## src/rtl/sid_i2s_tx.sv

```systemverilog
`default_nettype none
// ============================================================================
// Module   : sid_i2s_tx
// Purpose  : I2S serial transmitter for 24-bit audio, 64 bclk per frame.
//            Define SID_I2S_STEREO_EN for a separate right channel.
// Revision : 1.0  initial release
// ============================================================================
module sid_i2s_tx #(
  parameter int CLK_DIV = 2
) (
  input  logic               clk,
  input  logic               rst_n,
  input  logic signed [23:0] audio_i,
`ifdef SID_I2S_STEREO_EN
  input  logic signed [23:0] audio_r_i,
`endif
  input  logic               valid_i,
  input  logic               clear_i,
  output logic               i2s_bclk,
  output logic               i2s_lrclk,
  output logic               i2s_sdata,
  output logic               frame_o,
  output logic               overrun_o,
  output logic               underrun_o
);

  localparam logic [7:0] c_div_max  = 8'(CLK_DIV - 1);
  localparam logic [0:0] c_st_mute  = 1'b0;
  localparam logic [0:0] c_st_run   = 1'b1;

  logic [7:0]  r_div_cnt;
  logic [5:0]  r_bit_cnt;
  logic [23:0] r_hold_l;
  logic [23:0] r_shift_l;
  logic        r_new_flag;
  logic [0:0]  r_state;

  logic        w_div_wrap;
  logic        w_fall;
  logic        w_load;
  logic [5:0]  w_bit_cnt_next;
  logic        w_slot;
  logic [4:0]  w_pos;
  logic [4:0]  w_idx;
  logic [23:0] w_word;
  logic [23:0] w_word_r;
  logic        w_bit;
  logic        w_lr_next;

  assign w_div_wrap     = (r_div_cnt == c_div_max);
  assign w_fall         = w_div_wrap & i2s_bclk;
  assign w_bit_cnt_next = r_bit_cnt + 6'd1;
  assign w_load         = w_fall & (w_bit_cnt_next == 6'd63);

  // Bit 5 of (bit_cnt_next + 1) mod 64: high for next counts 31..62.
  assign w_lr_next = (w_bit_cnt_next >= 6'd31) & (w_bit_cnt_next != 6'd63);

  assign w_slot = w_bit_cnt_next[5];
  assign w_pos  = w_bit_cnt_next[4:0];
  assign w_idx  = 5'd23 - w_pos;
  assign w_word = w_slot ? w_word_r : r_shift_l;
  assign w_bit  = (w_pos < 5'd24) ? w_word[w_idx] : 1'b0;

  always_ff @(posedge clk or negedge rst_n) begin
    if (!rst_n) begin
      r_div_cnt <= 8'd0;
      i2s_bclk  <= 1'b0;
    end else if (w_div_wrap) begin
      r_div_cnt <= 8'd0;
      i2s_bclk  <= ~i2s_bclk;
    end else begin
      r_div_cnt <= r_div_cnt + 8'd1;
    end
  end

  always_ff @(posedge clk or negedge rst_n) begin
    if (!rst_n) begin
      r_bit_cnt <= 6'd62;
      i2s_lrclk <= 1'b1;
      i2s_sdata <= 1'b0;
      frame_o   <= 1'b0;
    end else begin
      frame_o <= w_load;
      if (w_fall) begin
        r_bit_cnt <= w_bit_cnt_next;
        i2s_lrclk <= w_lr_next;
        i2s_sdata <= (r_state == c_st_run) & w_bit;
      end
    end
  end

  // A valid in the load cycle writes hold after the old hold is consumed.
  always_ff @(posedge clk or negedge rst_n) begin
    if (!rst_n) begin
      r_hold_l   <= 24'd0;
      r_shift_l  <= 24'd0;
      r_new_flag <= 1'b0;
      r_state    <= c_st_mute;
    end else begin
      if (valid_i) begin
        r_hold_l <= audio_i;
      end
      if (w_load && r_new_flag) begin
        r_shift_l <= r_hold_l;
        r_state   <= c_st_run;
      end
      if (valid_i) begin
        r_new_flag <= 1'b1;
      end else if (w_load) begin
        r_new_flag <= 1'b0;
      end
    end
  end

  always_ff @(posedge clk or negedge rst_n) begin
    if (!rst_n) begin
      overrun_o  <= 1'b0;
      underrun_o <= 1'b0;
    end else begin
      if (valid_i && r_new_flag && !w_load) begin
        overrun_o <= 1'b1;
      end else if (clear_i) begin
        overrun_o <= 1'b0;
      end
      if (w_load && !r_new_flag && (r_state == c_st_run)) begin
        underrun_o <= 1'b1;
      end else if (clear_i) begin
        underrun_o <= 1'b0;
      end
    end
  end

`ifdef SID_I2S_STEREO_EN
  logic [23:0] r_hold_r;
  logic [23:0] r_shift_r;

  always_ff @(posedge clk or negedge rst_n) begin
    if (!rst_n) begin
      r_hold_r  <= 24'd0;
      r_shift_r <= 24'd0;
    end else begin
      if (valid_i) begin
        r_hold_r <= audio_r_i;
      end
      if (w_load && r_new_flag) begin
        r_shift_r <= r_hold_r;
      end
    end
  end

  assign w_word_r = r_shift_r;
`else
  assign w_word_r = r_shift_l;
`endif

endmodule
`default_nettype wire

```

## config.mk

```make
export PLATFORM = sky130hd
export DESIGN_NAME = sid_i2s_tx
export DESIGN_NICKNAME = d
export VERILOG_FILES = /design/src/rtl/sid_i2s_tx.sv
export SDC_FILE = /design/constraint.sdc
export NUM_CORES = 1
export LEC_CHECK = 0
export CAP_MARGIN = 20
export CORE_MARGIN = 5
export CORE_UTILIZATION = 45
export DETAILED_ROUTE_END_ITERATION = 8
export HOLD_SLACK_MARGIN = 0.03
export PLACE_DENSITY_LB_ADDON = 0.2
export SYNTH_ARGS = -nofsm -noshare
export SYNTH_HDL_FRONTEND = slang
export SYNTH_SLANG_ARGS = --single-unit
export TNS_END_PERCENT = 5
```

## constraint.sdc

```tcl
create_clock -name clk -period 2.9 [get_ports clk]
set_clock_uncertainty 0.05 [all_clocks]
set_input_delay 0.29 -clock clk [delete_from_list [all_inputs] [get_ports clk]]
set_output_delay 0.29 -clock clk [all_outputs]
set_load 0.02 [all_outputs]
```

After elaboration in Yosys (flattened, before gate mapping)
Index checks and enable logic that the tools add are counted.
{"block": "totals", "register_bits": 70, "latchBits": 0, "ram_bits": 0, "romBits": 0, "inputBits": 28, "output_inout_bits": 6, "word_cells": 45, "memories": 0}
{"block": "classes", "add_sub_neg": 3, "n_mul": 0, "div_mod_pow": 0, "magnitude_cmp": 3, "eq_ne": 3, "shift": 0, "n_mux": 9, "bitwise_logic": 5, "reduce_logical": 10}
{"operator": "adder 8 x 1 -> 8 bit, second input constant", "n": 1}
{"operator": "equality test 8 x 1 -> 1 bit, second input constant", "n": 1}
{"operator": "two-way mux 8 bit", "n": 1}
{"operator": "two-way mux 1 bit", "n": 7}
{"operator": "adder 6 x 1 -> 6 bit, second input constant", "n": 1}
{"operator": "equality test 6 bit, second input constant", "n": 1}
{"operator": ">= comparator 6 x 5 -> 1 bit, second input constant", "n": 1}
{"operator": "< comparator 5 x 6 -> 1 bit, second input constant", "n": 1}
{"operator": "inequality test 6 bit, second input constant", "n": 1}
{"operator": "nonzero test 2 bit", "n": 3}
{"operator": "binary-select mux 1 bit (select 5 bit)", "n": 1}
{"operator": "logical AND 1 bit", "n": 5}
{"operator": "< comparator 5 bit, second input constant", "n": 1}
{"operator": "subtractor 5 bit, first input constant", "n": 1}
{"operator": "AND 1 bit", "n": 4}
{"operator": "zero test 1 bit", "n": 2}
{"operator": "NOT 1 bit", "n": 1}

Longest topological paths before layout
Gate-level depths: netlist (run 1).
{"block": "logic_depth", "word_depth": 6, "depth_mapped": 10, "ltp_nobuf": 7}

Worst setup path before layout (run 1)
No wires, ideal clock.
{"block": "synth_path", "path_type": "flip-flop to flip-flop", "startpoint": "reg r_bit_cnt[1]", "endpoint": "reg r_shift_l[10]", "setup_ns": 0.125, "arrival_ns": 2.079, "path_slack_ns": 0.646, "stages_incl_launch_ff": 7, "path_cell_list": "dfstp_2 ha_1 xor2_1 and4_4 nand4_4 buf_6 mux2_4"}
{"block": "synth_via", "elab_chain_len": 4}
{"element": "from (decl)", "line_no": "32", "source": "logic [5:0] r_bit_cnt;"}
{"element": "from (signal assigned)", "line_no": "85", "source": "r_bit_cnt <= w_bit_cnt_next;"}
{"element": "adder 6 x 1 -> 6 bit", "line_no": "52", "source": "assign w_bit_cnt_next = r_bit_cnt + 6'd1;"}
{"element": "equality test 6 bit", "line_no": "53", "source": "assign w_load = w_fall & (w_bit_cnt_next == 6'd63);"}
{"element": "AND 1 bit", "line_no": "53"}
{"element": "logical AND 1 bit", "line_no": "103", "source": "if (w_load && r_new_flag) begin"}
{"element": "to (signal assigned)", "line_no": "104", "source": "r_shift_l <= r_hold_l;"}
{"element": "to (decl)", "line_no": "34", "source": "logic [23:0] r_shift_l;"}
No other way between the ends.
A chain may end at the register's enable or synchronous reset.

Worst setup path after layout (run 1)
{"block": "layout_path", "startpoint": "reg r_bit_cnt[0]", "endpoint": "reg i2s_sdata"}
{"block": "layout_via", "elab_chain_len": 6, "elab_cells_between_ends": 7}
{"element": "adder 6 x 1 -> 6 bit (*)", "line_no": "52"}
{"element": "net w_bit_cnt_next[0]", "line_no": "41", "source": "logic [5:0] w_bit_cnt_next;"}
{"element": "subtractor 5 bit", "line_no": "60", "source": "assign w_idx = 5'd23 - w_pos;"}
{"element": "binary-select mux 1 bit (select 5 bit)", "line_no": "62", "source": "assign w_bit = (w_pos < 5'd24) ? w_word[w_idx] : 1'b0;"}
{"element": "two-way mux 1 bit (implied by the code)", "line_no": "62"}
{"element": "two-way mux 1 bit (*)", "line_no": "62"}
{"element": "AND 1 bit (*)", "line_no": "87", "source": "i2s_sdata <= (r_state == c_st_run) & w_bit;"}
{"element": "to (signal assigned)", "line_no": "87"}
{"element": "to (decl)", "line_no": "21", "source": "output logic i2s_sdata,"}
The timed path passes the listed nets; every way through them passes the cells marked *. The select of a mux whose other input is x is not followed.

==> results of run 1 <==
[per-layer routing]
metal	global-route usage [%]	wire (um)	part of all wire, %
met5	0	0	0
met4	6.378	88	1.7
met3	5.208	239	4.6
met2	20.55	2446	47
met1	17.12	2462	47
[critical path, delay by kind of cell, from the launching register on]
family                     cells  cell delay (ns)
AOI/OAI and AO/OA              3             0.78
DFF                            1             0.56
adders and majority gates      1             0.44
buffers and inverters          2             0.43
and+or+nand+nor                1             0.14
[flip-flops by register name, summed over array words and instances (netlist names)]
signal / flops
r_hold_l: 24
r_shift_l: 24
r_div_cnt: 8
r_bit_cnt: 6
frame_o: 1
i2s_bclk: 1
i2s_lrclk: 1
i2s_sdata: 1
overrun_o: 1
r_new_flag: 1
r_state: 1
underrun_o: 1
[layout by cell type (no fill, tap or decap), drive strengths merged, types with 2 or more instances in the layout]
master          n
a32o            2
mux2           48
buf             8
nor2            6
a31oi           5
mux2i          11
dfstp           6
nand4           3
nor2b           3
xnor2          14
o21ai           2
a2111oi         2
nand3          17
inv             4
clkinv          2
clkdlybuf4s50  32
nand2           4
clkbuf         13
xor2            4
ha              5
and3            5
dfrtp          64
[area by class of cell]
| class | instances | area [um^2] |
|---|---|---|
| Tap cell | 96 | 120.1 |
| Clock inverter | 2 | 10.01 |
| Inverter | 4 | 15.01 |
| Fill cell | 585 | 3048 |
| Clock buffer | 13 | 138.9 |
| Timing Repair Buffer | 41 | 400.4 |
| Sequential cell | 70 | 1759 |
| Multi-Input combinational cell | 138 | 1303 |
[cell families after synthesis]
| family | synth area share (%) |
|---|---|
| DFF | 55.84 |
| muxes | 22.91 |
| and+or+nand+nor | 8.221 |
| xor gates and xnor gates | 5.480 |
| buffers and inverters | 2.819 |
| AOI/OAI and AO/OA | 2.740 |
| adders and majority gates | 1.986 |
[synth_stat cells, drive strengths merged]
master / n
nor2b: 3
nand2: 4
a31oi: 5
o21ai: 2
and2: 1
dfstp: 6
a32o: 2
mux2i: 11
nand4: 3
mux2: 48
nor4: 1
nand3b: 1
nand3: 17
nand2b: 1
dfrtp: 64
ha: 5
xnor2: 14
and3: 5
xor2: 4
and4: 1
buf: 8
inv: 4
a21o: 1
nor4bb: 1
clkbuf: 3
a2111oi: 2
nor2: 6
[metrics by stage]
stage	cells	setup slack (ns)	instance area (um^2)	hold slack (ns)	power [W]
after floorplan	223	0.6456	3151	-0.05559	0.001085
after global placement	347	0.5962	3567	0.4143	0.001152
after detailed placement	348	0.4690	3587	0.2300	0.001159
after CTS	364	0.4222	3746	0.4008	0.001805
after global routing	364	0.1642	3746	0.4159	0.001862
final	364	0.3850	3746	0.3971	0.001773
[worst paths after layout]
| check | from | to | slack (ns) | cells after the start |
|---|---|---|---|---|
| min in group clk | i2s_lrclk | i2s_lrclk | 0.43 | 2 |
| setup / recovery | r_bit_cnt[0] | i2s_sdata | 0.39 | 7 |
| hold / removal | rst_n | i2s_bclk | 0.40 | 2 |
| setup reg to reg | r_bit_cnt[0] | i2s_sdata | 0.39 | 7 |
| hold reg to reg | i2s_lrclk | i2s_lrclk | 0.43 | 2 |
| max in group asynchronous | rst_n | r_bit_cnt[4] | 1.81 | 3 |
[power by group]
part           total [W]  leakage (nW)  internal [W]  switching (W)
registers        0.00103         0.890       0.00101      0.0000184
logic           0.000108         0.774     0.0000696      0.0000388
clock network   0.000635        0.0773      0.000304       0.000331
total            0.00177          1.74       0.00139       0.000388
[timing repair]
action,4_1_cts,5_1_grt
endpoints found under the setup margin,0,0
hold buffers,1,0
hold endpoints to repair,16,0
==> results.yml, run 1 <==
outcome:
  status: "complete, no violations"
critical_path:
  path_class: "register to register"
  cp_cell_sequence: "inv_1 -> ha_1 -> buf_4 -> a2111oi_0 -> nor4bb_1 -> a31oi_1 -> a31oi_1"
  max_stage_delay_ns: 0.56
  crit_top_cell: "a31oi_1"
  critPathRequiredTime_ns: 3.07
  arrival_ns: 2.68
  slowest_stage: "dfrtp_1"
  end_kind: "register"
  worstPathMaxFanout: 12
  start_kind: "register"
finish:
  antennaDiodeCount: 0
  nets: 297
  final_util_pct: 55.14
  drive_above_1_share_pct: 29.10
  syn2layout_area_growth_pct: 18.90
floorplan:
  initial_core_util_pct: 46.37
  die_h_um: 93.67
  placementRows: 30
  die_w_um: 93.67
  placeableCoreArea_um2: 6794
  pin_count: 34
  dieArea_um2: 8774
routing:
  num_vias: 1774
  via_per_inst: 4.874
  ant_nets: 0
  routed_wl_um: 5236
  drt-initial-drc-count: 87
  wl_per_cell_um: 14.38
  drc_errors: 0
  firstDrtPassIters: 4
logic_synthesis:
  netlist_instances: 223
  netlist.area_leader.share_pct: 50.83
  synth.distinct_cells: 34
  synth_area_per_cell_um2: 14.13
  ys_top_cells_by_area: "dfrtp_1, mux2_2, mux2_4, dfstp_2, mux2i_1"
  netlist_area_um2: 3151
  yosysTopAreaCell: "dfrtp_1"
  synth_nets: 256
  ys_warn_count: 0
  ys_seq_elements: 70
  ys_seq_area_share_pct: 55.84
grt:
  antenna_found_initial: 0
  grt_max_degree: 32
  grt_pass1_vias: 1937
  grt_overflow_total: 0
  grt_pass1_wl_um: 9204
  grt_usage_pct: 13.58
cts:
  clkLatencyLatePin_ns: 0.34
  h-tree-depth: 3
  cts_resized: 0
  path_clk_slew_ns: 0.07
  cts_setup_buffers: 0
  clockBufferDepth: 2
  cts_root_buf: "clkbuf_8"
  numCtsBuffers: 9
  cts.sinks: 70
  cts_tree: "done"
sta:
  min_period_ns: 2.515
  fin_crit_sh_pct: 86.72
  max_freq_ghz: 0.3976
  worst_pin_slew_ns: 0.5073
  setup_viol: 0
  slew_violations: 0
  rsz0062_at_grt: "no"
  relSlewSlack_pct: 65.31
  setup_tns_ns: 0
  finalHoldViolations: 0
job:
  cap_viol_max_count: 0
power_and_ir_drop:
  irDropWorstVdd_mv: 0.3177
  cellPowerDensity_nw_per_um2: 473.2
  p_leak_nw: 1.741
place:
  dp_hpwl_um: 3787
  portBuffers: 33
  routabilityCongestion: 0.7984
worst_hold_path:
  hold_class: "primary input to asynchronous set/reset pin"
(Power assumes the default switching activity.)
==> run 2, diff against run 1 <==
==> constraint.sdc (replaced) <==
create_clock -name clk -period 3 [get_ports clk]
set_clock_uncertainty 0.05 [all_clocks]
set_input_delay 0.6 -clock clk [delete_from_list [all_inputs] [get_ports clk]]
set_output_delay 0.6 -clock clk [all_outputs]
set_load 0.02 [all_outputs]
==> run 2 against run 1 <==
Via count grew 2.0%. Wire length shrank 4.2%. Critical endpoint is now r_shift_l[0]. Register-to-register slack gained 0.22 ns. Sequential power shrank 3%. Sequential share of layout area shrank 0.56 points. Critical path depth is the same. Non-clock buffer count shrank 3. Highest routed layer unchanged. Global-route usage shrank 0.91 points. Flip-flop and latch count is the same. Utilization grew 0.66 points.
==> results.yml, run 2 (synthesis results as in run 1) <==
cts:
  cts.sinks: 70
  clockBufferDepth: 2
  path_clk_slew_ns: 0.07
  numCtsBuffers: 9
  cts_tree: "done"
  cts_hold_buffers: 0
  clkLatencyLatePin_ns: 0.33
  cts_root_buf: "clkbuf_8"
  cts_setup_buffers: 0
  cts_resized: 0
  h-tree-depth: 3
power_and_ir_drop:
  p_sw_share_pct: 19.97
  seqPwrFrac_pct: 52.6
  p_sw_w: 0.0003778
  irDropWorstVdd_mv: 0.3031
  clkPwrFrac_pct: 42.0
  p_total_w: 0.001892
  cellPowerDensity_nw_per_um2: 499.1
  p_comb_share_pct: 5.4
  internal-power_w: 0.001514
  p_leak_nw: 1.765
sta:
  slew_violations: 0
  finalHoldViolations: 0
  fin_crit_sh_pct: 79.73
  relSlewSlack_pct: 59.42
  min_period_ns: 2.392
  setup_viol: 0
  worst_pin_slew_ns: 0.6087
  setup_tns_ns: 0
  timing.hold.ws_ns: 0.2253
  max_freq_ghz: 0.4181
  rsz0062_at_grt: "no"
job:
  cap_viol_max_count: 0
floorplan:
  die_h_um: 93.67
  placementRows: 30
  initial_core_util_pct: 46.37
  dieArea_um2: 8774
  placeableCoreArea_um2: 6794
  pin_count: 34
  die_w_um: 93.67
finish:
  final_cell_mix: "dfrtp_1, clkdlybuf4s50_1, mux2_2"
  n_fill_cell: 583
  regArea_um2: 1759
  nets: 294
  finalInstanceArea_um2: 3791
  multi_input_area_um2: 1303
  drive_above_1_share_pct: 30.45
  syn2layout_area_growth_pct: 20.33
  antennaDiodeCount: 0
  largestRegisters: "r_hold_l: 24 flops, r_shift_l: 24 flops, r_div_cnt: 8 flops"
  mostFrequentLayoutCell: "dfrtp_1"
place:
  post_dp_cell_area_um2: 3572
  routabilityCongestion: 0.8371
  dp_hpwl_um: 3608
  portBuffers: 33
routing:
  drt-initial-drc-count: 55
  wl_per_cell_um: 13.86
  drc_errors: 0
  num_vias: 1809
  ant_nets: 0
  firstDrtPassIters: 4
  via_per_inst: 4.997
  routed_wl_um: 5016
critical_path:
  arrival_ns: 2.56
  r2r_cells: 7
  crit_start: "r_bit_cnt[0]"
  critPathRequiredTime_ns: 3.16
  rr_startpoint: "r_bit_cnt[0]"
  end_kind: "register"
  worstPathMaxFanout: 25
  timing.rr.end: "r_shift_l[0]"
  start_kind: "register"
  reg2reg_setup_slack_ns: 0.61
  path_class: "register to register"
grt:
  antenna_found_initial: 0
  grt_usage_pct: 12.67
  grt_pass1_vias: 1843
  grt_pass1_wl_um: 8714
  grt_overflow_total: 0
  grt_max_degree: 46
outcome:
  status: "complete, no violations"
worst_hold_path:
  hold_class: "primary input to asynchronous set/reset pin"
run 2: worst max-delay path, stage by stage, from the launching register on:
cell	delay (ns)
dfrtp_1	0.50
ha_1	0.32
xor2_1	0.16
buf_4	0.16
and4_4	0.21
nand4_4	0.08
buf_4	0.38
mux2_2	0.38
run 2: per-stage QoR:
| stage | setup slack, ns | std cells | util (%) |
|---|---|---|---|
| CTS | 0.6089 | 362 | 55.80 |
| global route | 0.4801 | 362 | 55.80 |
| floorplan | 0.7456 | 223 | - |
| finish | 0.6080 | 362 | 55.80 |
| global placement | 0.6206 | 346 | 52.58 |
| detailed placement | 0.6231 | 346 | 52.58 |
run 2: layout make-up:
cell class,instances,area share [%]
inverters,4,0.3960
well taps,96,3.168
flip-flops and latches,70,46.40
repair buffers,38,9.901
clock buffers,13,4.719
multi-input cells,138,34.36
clock inverters,3,1.056
run 2: power by group through the flow:
| stage | Sequential [W] | Clock, W | Combinational [W] |
|---|---|---|---|
| final | 0.000995 | 0.000795 | 0.000103 |
| after global routing | 0.000998 | 0.000871 | 0.000113 |
| after CTS | 0.000995 | 0.000827 | 0.000106 |
| after detailed placement | 0.00101 | 0 | 0.000105 |
| after global placement | 0.00101 | 0 | 0.000103 |
| after floorplan | 0.00101 | 0 | 0.0000414 |
run 2: worst max path at each step:
stage	endpoint	slack, ns	cells past startpoint
finish	r_shift_l[0]	0.61	7
global route	i2s_sdata	0.48	7
CTS	r_shift_l[0]	0.61	7
detailed placement	r_shift_l[1]	0.62	7
global placement	i2s_sdata	0.62	7
floorplan	r_shift_l[10]	0.75	6
run 2: metal layers:
layer | global-route usage, % | routed length (um) | vias up
li1 | - | - | 870
met1 | 16.87 | 2348 | 894
met2 | 19.83 | 2345 | 34
met3 | 3.205 | 230 | 11
met4 | 5.054 | 92 | 0
met5 | 0 | 0 | -
==> run 3, diff against run 2 <==
- clock period: 3 -> 2.1 ns (I/O delays scaled with it)
==> run 3 against run 2 <==
Sequential power is 43% higher. Global-route usage is 0.98 points higher. Clock power is 17% higher. Total power up 32%. Largest cell class unchanged. Critical endpoint is now r_shift_l[12]. Final cell count increased by 3.9%. Hold slack worse by 0.18 ns. Non-clock buffer count increased by 14. Critical path depth is 1 lower. Die area unchanged. Via count about the same. Largest power group unchanged.
==> results.yml, run 3 (synthesis results as in run 1) <==
finish:
  antennaDiodeCount: 0
  stdcell_count: 376
  drive_above_1_share_pct: 35.36
  nets: 308
  syn2layout_area_growth_pct: 24.62
  largestRegisters: "r_hold_l: 24 flops, r_shift_l: 24 flops, r_div_cnt: 8 flops"
  mostFrequentLayoutCell: "dfrtp_1"
  final_cell_mix: "dfrtp_1, clkdlybuf4s50_1, mux2_2"
cts:
  clkLatencyLatePin_ns: 0.34
  cts.sinks: 70
  path_clk_slew_ns: 0.07
  h-tree-depth: 3
  clockBufferDepth: 2
  cts_tree: "done"
  cts_root_buf: "clkbuf_8"
  cts_hold_buffers: 0
  numCtsBuffers: 9
critical_path:
  arrival_ns: 2.21
  cp_cell_sequence: "nand3_2 -> xnor2_2 -> and4_4 -> nand4_4 -> buf_12 -> mux2_4"
  cpLargestDelayFamily: "flip-flops"
  end_kind: "register"
  worstPathMaxFanout: 15
  slowest_stage: "dfstp_2"
  max_stage_delay_ns: 0.59
  rr_startpoint: "r_bit_cnt[1]"
  critPathRequiredTime_ns: 2.27
  path_class: "register to register"
  path_buf_inv: 1
  timing.rr.end: "r_shift_l[12]"
  r2r_cells: 6
  start_kind: "register"
  reg2reg_setup_slack_ns: 0.06
routing:
  drt-initial-drc-count: 69
  routed_wl_um: 5254
  firstDrtPassIters: 4
  ant_nets: 0
  drc_errors: 0
  wl_per_cell_um: 13.97
  via_per_inst: 4.809
  num_vias: 1808
grt:
  grt_pass1_vias: 1884
  grt_overflow_total: 0
  grt_pass1_wl_um: 9225
  grt_max_degree: 71
  grt_usage_pct: 13.64
  antenna_found_initial: 0
floorplan:
  pin_count: 34
  dieArea_um2: 8774
  placementRows: 30
  die_w_um: 93.67
  die_h_um: 93.67
  initial_core_util_pct: 46.37
  placeableCoreArea_um2: 6794
sta:
  slew_violations: 0
  min_period_ns: 2.037
  rsz0062_at_grt: "yes"
  worst_pin_slew_ns: 0.4641
  max_freq_ghz: 0.4908
  setup_tns_ns: 0
  fin_crit_sh_pct: 97.02
  setup_viol: 0
  finalHoldViolations: 0
  relSlewSlack_pct: 68.98
power_and_ir_drop:
  p_leak_nw: 1.824
  p_total_w: 0.002503
  cellPowerDensity_nw_per_um2: 637.4
  irDropWorstVdd_mv: 0.3722
place:
  routabilityCongestion: 0.7808
  portBuffers: 33
  dp.cells: 357
  dp_hpwl_um: 3622
job:
  cap_viol_max_count: 0
outcome:
  status: "complete, no violations"
worst_hold_path:
  hold_class: "primary input to asynchronous set/reset pin"
-- run 3: final cells by class --
cell class / instances / area, um^2
clock buffer: 11 / 141.4
clock inverter: 5 / 25.02
fill: 578 / 2868
inverter: 4 / 15.01
multi-input combinational: 138 / 1346
sequential: 70 / 1760
tap: 96 / 120.1
timing repair buffer: 52 / 518.0
-- run 3: through the flow --
step	util (%)	worst slack, ns	hold WS (ns)	cell area, um^2
2_1_floorplan	-	-0.01149	0.07441	3174
3_3_place_gp	54.66	0.01319	0.4134	3714
3_5_place_dp	54.66	0.006122	0.4193	3714
4_1_cts	57.26	0.06674	0.04615	3890
5_1_grt	57.79	-0.01043	0.06148	3926
6_report	57.79	0.06263	0.04696	3926
-- run 3: power by group --
part | internal, W | switching [W] | leakage, nW
clock | 0.000451 | 0.000483 | 0.0926
combinational | 0.0000953 | 0.0000533 | 0.844
sequential | 0.00140 | 0.0000246 | 0.888
total | 0.00194 | 0.000561 | 1.82
-- run 3: repair_timing --
item,4_1_cts,5_1_grt
buffers inserted,0,3
pin swaps,0,4
gates resized for setup,1,4
setup endpoints to repair,1,19
-- run 3: worst max path at each step --
stage	start	to	slack, ns	depth (start not counted)
2_1_floorplan	r_bit_cnt[1]	r_shift_l[10]	-0.01	6
3_3_place_gp	r_bit_cnt[1]	i2s_sdata	0.01	7
3_5_place_dp	r_bit_cnt[1]	i2s_sdata	0.006	7
4_1_cts	r_bit_cnt[1]	r_shift_l[12]	0.07	6
5_1_grt	r_bit_cnt[1]	r_shift_l[12]	-0.01	6
6_report	r_bit_cnt[1]	r_shift_l[12]	0.06	6
-- run 3: per-layer routing --
metal / global-route usage [%] / vias to the layer above / part of all wire [%]
met4: 6.498 / 0 / 2.2
met1: 18.80 / 870 / 48
li1: - / 898 / -
met5: 0 / - / 0
met3: 4.167 / 9 / 4.9
met2: 19.59 / 31 / 45
